<file path="src/rtl/rim_maze_solver.sv">
// Rat-in-maze path finder for a fixed 8x8 maze. Rows are loaded over 8 cycles,
// reachability toward (7,7) is computed in one cycle, and the right-first
// monotone path from (0,0) is streamed out as 15 (row, col) pairs.
module rim_maze_solver (
  input  logic       clk,
  input  logic       rst_n,     // synchronous, active-high despite the name
  input  logic       in_valid,
  input  logic [7:0] maze,      // maze[7] = column 0, maze[0] = column 7
  output logic       out_valid,
  output logic [2:0] out_row,
  output logic [2:0] out_col
);

  typedef enum logic [1:0] {StIdle, StLoad, StSolve, StOutput} state_e;

  state_e            state_q, state_d;
  logic [7:0][7:0]   maze_q;     // maze_q[r] holds row r in input bit order
  logic [2:0]        row_q;
  // Column 8 / row 8 are permanently-false padding so neighbours never go out of range.
  logic [8:0][8:0]   reach_c;
  logic [7:0][8:0]   reach_q;
  logic [2:0]        cur_r_q, cur_c_q;
  logic [3:0]        step_q;
  logic              go_right;

  // Backward reachability: a cell reaches (7,7) if open and its right or down neighbour does.
  always_comb begin
    reach_c = '0;
    for (int r = 7; r >= 0; r--) begin
      for (int c = 7; c >= 0; c--) begin
        reach_c[r][c] = maze_q[r][7-c] &
                        (((r == 7) && (c == 7)) | reach_c[r][c+1] | reach_c[r+1][c]);
      end
    end
  end

  // Right-first step decision for the current path cell.
  always_comb begin
    go_right = reach_q[cur_r_q][{1'b0, cur_c_q} + 4'd1];
  end

  // Next-state logic.
  always_comb begin
    state_d = state_q;
    case (state_q)
      StIdle:   if (in_valid) state_d = StLoad;
      StLoad:   if (in_valid && (row_q == 3'd7)) state_d = StSolve;
      StSolve:  state_d = StOutput;
      StOutput: if (step_q == 4'd14) state_d = StIdle;
      default:  state_d = StIdle;
    endcase
  end

  // State register, maze capture, reachability latch and path walker.
  always_ff @(posedge clk) begin
    if (rst_n) begin
      state_q <= StIdle;
      maze_q  <= '0;
      reach_q <= '0;
      row_q   <= '0;
      cur_r_q <= '0;
      cur_c_q <= '0;
      step_q  <= '0;
    end else begin
      state_q <= state_d;
      case (state_q)
        StIdle: begin
          if (in_valid) begin
            maze_q[0] <= maze;
            row_q     <= 3'd1;
          end
        end
        StLoad: begin
          if (in_valid) begin
            maze_q[row_q] <= maze;
            row_q         <= row_q + 3'd1;
          end
        end
        StSolve: begin
          reach_q <= reach_c[7:0];
          cur_r_q <= '0;
          cur_c_q <= '0;
          step_q  <= '0;
        end
        StOutput: begin
          step_q <= step_q + 4'd1;
          if (step_q == 4'd14) begin
            cur_r_q <= '0;
            cur_c_q <= '0;
          end else if (go_right) begin
            cur_c_q <= cur_c_q + 3'd1;
          end else if (cur_r_q != 3'd7) begin
            // Saturate so an unsolvable maze still terminates cleanly.
            cur_r_q <= cur_r_q + 3'd1;
          end
        end
        default: ;
      endcase
    end
  end

  // Outputs are forced to zero outside the path stream.
  always_comb begin
    out_valid = (state_q == StOutput);
    out_row   = out_valid ? cur_r_q : 3'd0;
    out_col   = out_valid ? cur_c_q : 3'd0;
  end

endmodule

</file>
<file path="config.mk">
export PLATFORM = sky130hd
export DESIGN_NAME = rim_maze_solver
export DESIGN_NICKNAME = d
export VERILOG_FILES = /design/src/rtl/rim_maze_solver.sv
export SDC_FILE = /design/constraint.sdc
export NUM_CORES = 1
export LEC_CHECK = 0
export BUFFER_PORTS_ARGS = -buffer_cell sky130_fd_sc_hd__buf_2
export CAP_MARGIN = 20
export CELL_PAD_IN_SITES_DETAIL_PLACEMENT = 0
export CELL_PAD_IN_SITES_GLOBAL_PLACEMENT = 1
export CORE_ASPECT_RATIO = 1.75
export CORE_UTILIZATION = 40
export CTS_CLUSTER_SIZE = 16
export DETAILED_ROUTE_END_ITERATION = 10
export PLACE_DENSITY = 0.71
export SLEW_MARGIN = 20
export SYNTH_ARGS = -nofsm -noshare
export SYNTH_HDL_FRONTEND = slang
export SYNTH_SLANG_ARGS = --single-unit
</file>
<file path="constraint.sdc">
create_clock -name clk -period 4.8 [get_ports clk]
set_input_delay 0.24 -clock clk [delete_from_list [all_inputs] [get_ports clk]]
set_output_delay 0.24 -clock clk [all_outputs]
set_load 0.02 [all_outputs]
</file>
==> run_results.csv <==
group,metric,value,unit
sta,worstMarginPinSlew,0.930,ns
sta,holdWs,0.191,ns
pwr,intPower,2210,uW
die,rows,61,
hold_path,hold_end,"row_q[1]",
critical_path,crit_path_top_delay_cell,"dfxtp_1",
detailed_routing,dr.max_layer_used,"met4",
final_layout,multiInputGateArea,3430,um2
final_layout,area_growth_syn_to_layout,12.5,%
clocking,numCtsBuffers,17,
critical_path,cpPeakStageDelay,0.74,ns
die,initial_core_util,40.9,%
sta,fin_crit_sh,75.8,%
final_layout,n_fill_cell,1535,
pwr,seqPwrFrac,41.2,%
sta,setup-tns-final,0,ns
pwr,pwr-share-comb,14.3,%
final_layout,antenna_cells,0,
yosys,ys_seq_elements,143,
critical_path,end_kind,"flip-flop",
grt,grt_usage,20.1,%
yosys,synth_nets,698,
yosys,yosysSeqAreaShare,44.1,%
critical_path,crit_chain,"buf_4 -> mux4_2 -> mux4_2 -> mux4_2 -> nand2_1 -> a21oi_1 -> nor2_1 -> nor2_1 -> nand2_1 -> nor3b_1 -> a21oi_1 -> nor2_1",
pwr,p_leak,0.00254,uW
place,io_buffers,17,
detailed_routing,firstDrtPassIters,6,
detailed_routing,wl_met3,413,um
place,gp_congestion,0.812,
detailed_routing,via_count,4827,
detailed_routing,wl_met2,8520,um
detailed_routing,ant_nets,0,
clocking,worstSkewPairLatency,0.42,ns
sta,timing.final.crit_period,3.64,ns
die,die_area,16800,um2
yosys,syn-cell-area,6490,um2
sta,max_freq,275,MHz
die,die_h,171,um
clocking,cts_setup_buffers,0,
die,core_area,15900,um2
yosys,synth_cell_type_count,54,
clocking,cts.sinks,143,
detailed_routing,drt_wl_total,15700,um
grt,grt_pass1_vias,4954,
critical_path,r2r_cells,12,
detailed_routing,drt_iter0_markers,214,
detailed_routing,m1WireLength,6330,um
die,die_w,98.3,um
grt,antenna_found_initial,0,
yosys,syn_inst,676,
run,cap_violations,0,
sta,finalMaxSlewViolations,0,
hold_path,min_path_cells,3,
critical_path,crit_family,"multiplexers",
sta,relSlewSlack,38.0,%
yosys,synthFlopType,"dfxtp_1",
critical_path,r2r_slack,1.16,ns
place,dp_hpwl,10900,um
hold_path,hp-class,"in -> reg",
clocking,cts_root_buffer,"clkbuf_16",
sta,hold_violations,0,
final_layout,seq_area,2860,um2
final_layout,fin_util,46.0,%
critical_path,r2r_end,"cur_c_q[2]",
yosys,yosys_warnings,0,
critical_path,critical_path_class,"reg -> reg",
final_layout,final_nets,696,
pwr,swShare,27.3,%
pwr,pwr-share-clk,44.4,%
hold_path,hp-start,"in_valid",
pwr,p_switching,830,uW
detailed_routing,wl_per_cell,17.9,um
sta,clock-skew-final,0.0116,ns
die,ios,18,
detailed_routing,drc,0,
critical_path,cp.required,5.09,ns
pwr,power.density,416,nW/um2
clocking,cts_resized,0,
critical_path,worstPathArrival,3.93,ns
clocking,cts_buffer_depth,2,
sta,grt_setup_unrepaired,"no",
grt,grt_max_degree,89,
yosys,synth_area_per_cell,9.61,um2
grt,overflow,0,
detailed_routing,viasPerCell,5.52,
critical_path,r2r_start,"cur_r_q[0]",
clocking,path_clk_slew,0.06,ns
clocking,cts_tree,"yes",
yosys,synth_enable_flop_cells,0,
status,outcome,"finished, final reports clean",
critical_path,start_kind,"flip-flop",
clocking,cts-hold-fix-buffers,0,
yosys,synthArstFlopShare,0,%
sta,setup_viol,0,
critical_path,critPathBufInv,1,
clocking,h-tree-depth,4,
grt,grt_first_pass_wirelength,25900,um
critical_path,cp_max_fo,12,
pwr,peakVddDrop,0.228,mV
final_layout,drive_gt1_share,14.0,%
## placed cells by master, fill, tap and decap left out, types with 4 or more instances in the layout
| cell type | netlist | layout |
|---|---|---|
| inv_1 | 7 | 7 |
| nor2_1 | 137 | 134 |
| clkbuf_16 | 0 | 17 |
| o2111ai_1 | 4 | 4 |
| dfxtp_1 | 143 | 142 |
| and4_1 | 4 | 4 |
| o211ai_1 | 5 | 5 |
| nor3_1 | 5 | 5 |
| nand3_1 | 15 | 15 |
| nor2_2 | 1 | 4 |
| mux2i_1 | 102 | 102 |
| buf_2 | 3 | 16 |
| a21oi_1 | 36 | 36 |
| clkinvlp_4 | 0 | 5 |
| o21ai_0 | 14 | 14 |
| o21a_1 | 11 | 11 |
| mux4_2 | 22 | 22 |
| ha_1 | 11 | 10 |
| nand2_1 | 40 | 40 |
| and2_1 | 10 | 10 |
| o21ai_1 | 6 | 6 |
| a21boi_1 | 8 | 8 |
| nor2b_1 | 4 | 4 |
| buf_4 | 1 | 8 |
## sequential cells by signal, indices dropped and copies added, names as in the netlist
signal / count
step_q: 4
row_q: 3
cur_c_q: 3
cur_r_q: 3
maze_q: 64
state_q: 2
reach_q: 64
## power by group through the flow
stage                     sequential [uW]  combinational [uW]  clock [uW]
after floorplan                      1270                 346           0
after global routing                 1260                 478        1430
after global placement               1280                 426           0
after detailed placement             1280                 439           0
final                                1250                 436        1350
after CTS                            1250                 439        1380
## logic make-up (layout without fill, tap and decap cells)
logic type / Yosys count / after routing / synth area share [%]
flops: 143 / 143 / 44.1
mux: 126 / 126 / 23.7
buf+inv: 52 / 62 / 3.24
simple gates: 232 / 232 / 15.4
compound gates: 112 / 112 / 11.4
fa+ha+maj: 11 / 11 / 2.12
## cells in the mapped netlist, types with 6 or more instances
master	instances	area, um2
ha_1	11	138
o21ai_0	14	70.1
nand3_1	15	75.1
buf_1	6	22.5
mux2i_1	102	1020
nor2_1	137	514
a21boi_1	8	60.1
clkbuf_1	34	128
and2_1	10	62.6
o21ai_1	6	30.0
inv_1	7	26.3
nand2_1	40	150
a21oi_1	36	180
mux4_2	22	495
dfxtp_1	143	2860
o21a_1	11	82.6
## tightest hold or removal path: cells and delay by family
kind / cells / cell delay, ns
AOI/OAI and AO/OA: 1 / 0.11
and+or+nand+nor: 1 / 0.08
buffers and inverters: 1 / 0.15
## per-stage QoR
step	power, uW	instances	setup WS, ns	cell area, um2
2_1_floorplan	1610	676	1.88	6490
5_1_grt	3170	875	0.945	7300
3_3_place_gp	1700	844	1.20	6690
4_1_cts	3070	875	1.11	7300
3_5_place_dp	1720	844	1.13	6700
6_report	3040	875	1.16	7300
## worst max path at each step
stage / slack, ns / start / end / cells after the start
6_report: 1.16 / cur_r_q[0] / cur_c_q[2] / 12
5_1_grt: 0.94 / cur_r_q[0] / cur_c_q[2] / 12
4_1_cts: 1.11 / cur_r_q[0] / cur_c_q[2] / 12
3_5_place_dp: 1.13 / cur_r_q[0] / cur_c_q[2] / 12
3_3_place_gp: 1.20 / cur_r_q[0] / cur_r_q[0] / 11
2_1_floorplan: 1.88 / cur_r_q[1] / cur_r_q[0] / 12
## routing by layer
metal | vias to the layer above | global-route usage, %
li1 | 2379 | -
met1 | 2337 | 22.3
met2 | 80 | 37.2
met3 | 31 | 3.80
met4 | 0 | 8.83
met5 | - | 0
## layout make-up
cell class	instances	share of cell area, %
flip-flops and latches	143	39.2
inverters	7	0.360
multi-input cells	481	47.0
repair buffers	24	1.92
well taps	189	3.24
clock buffers	19	6.06
clock inverters	12	2.23
(Power assumes the default switching activity.)
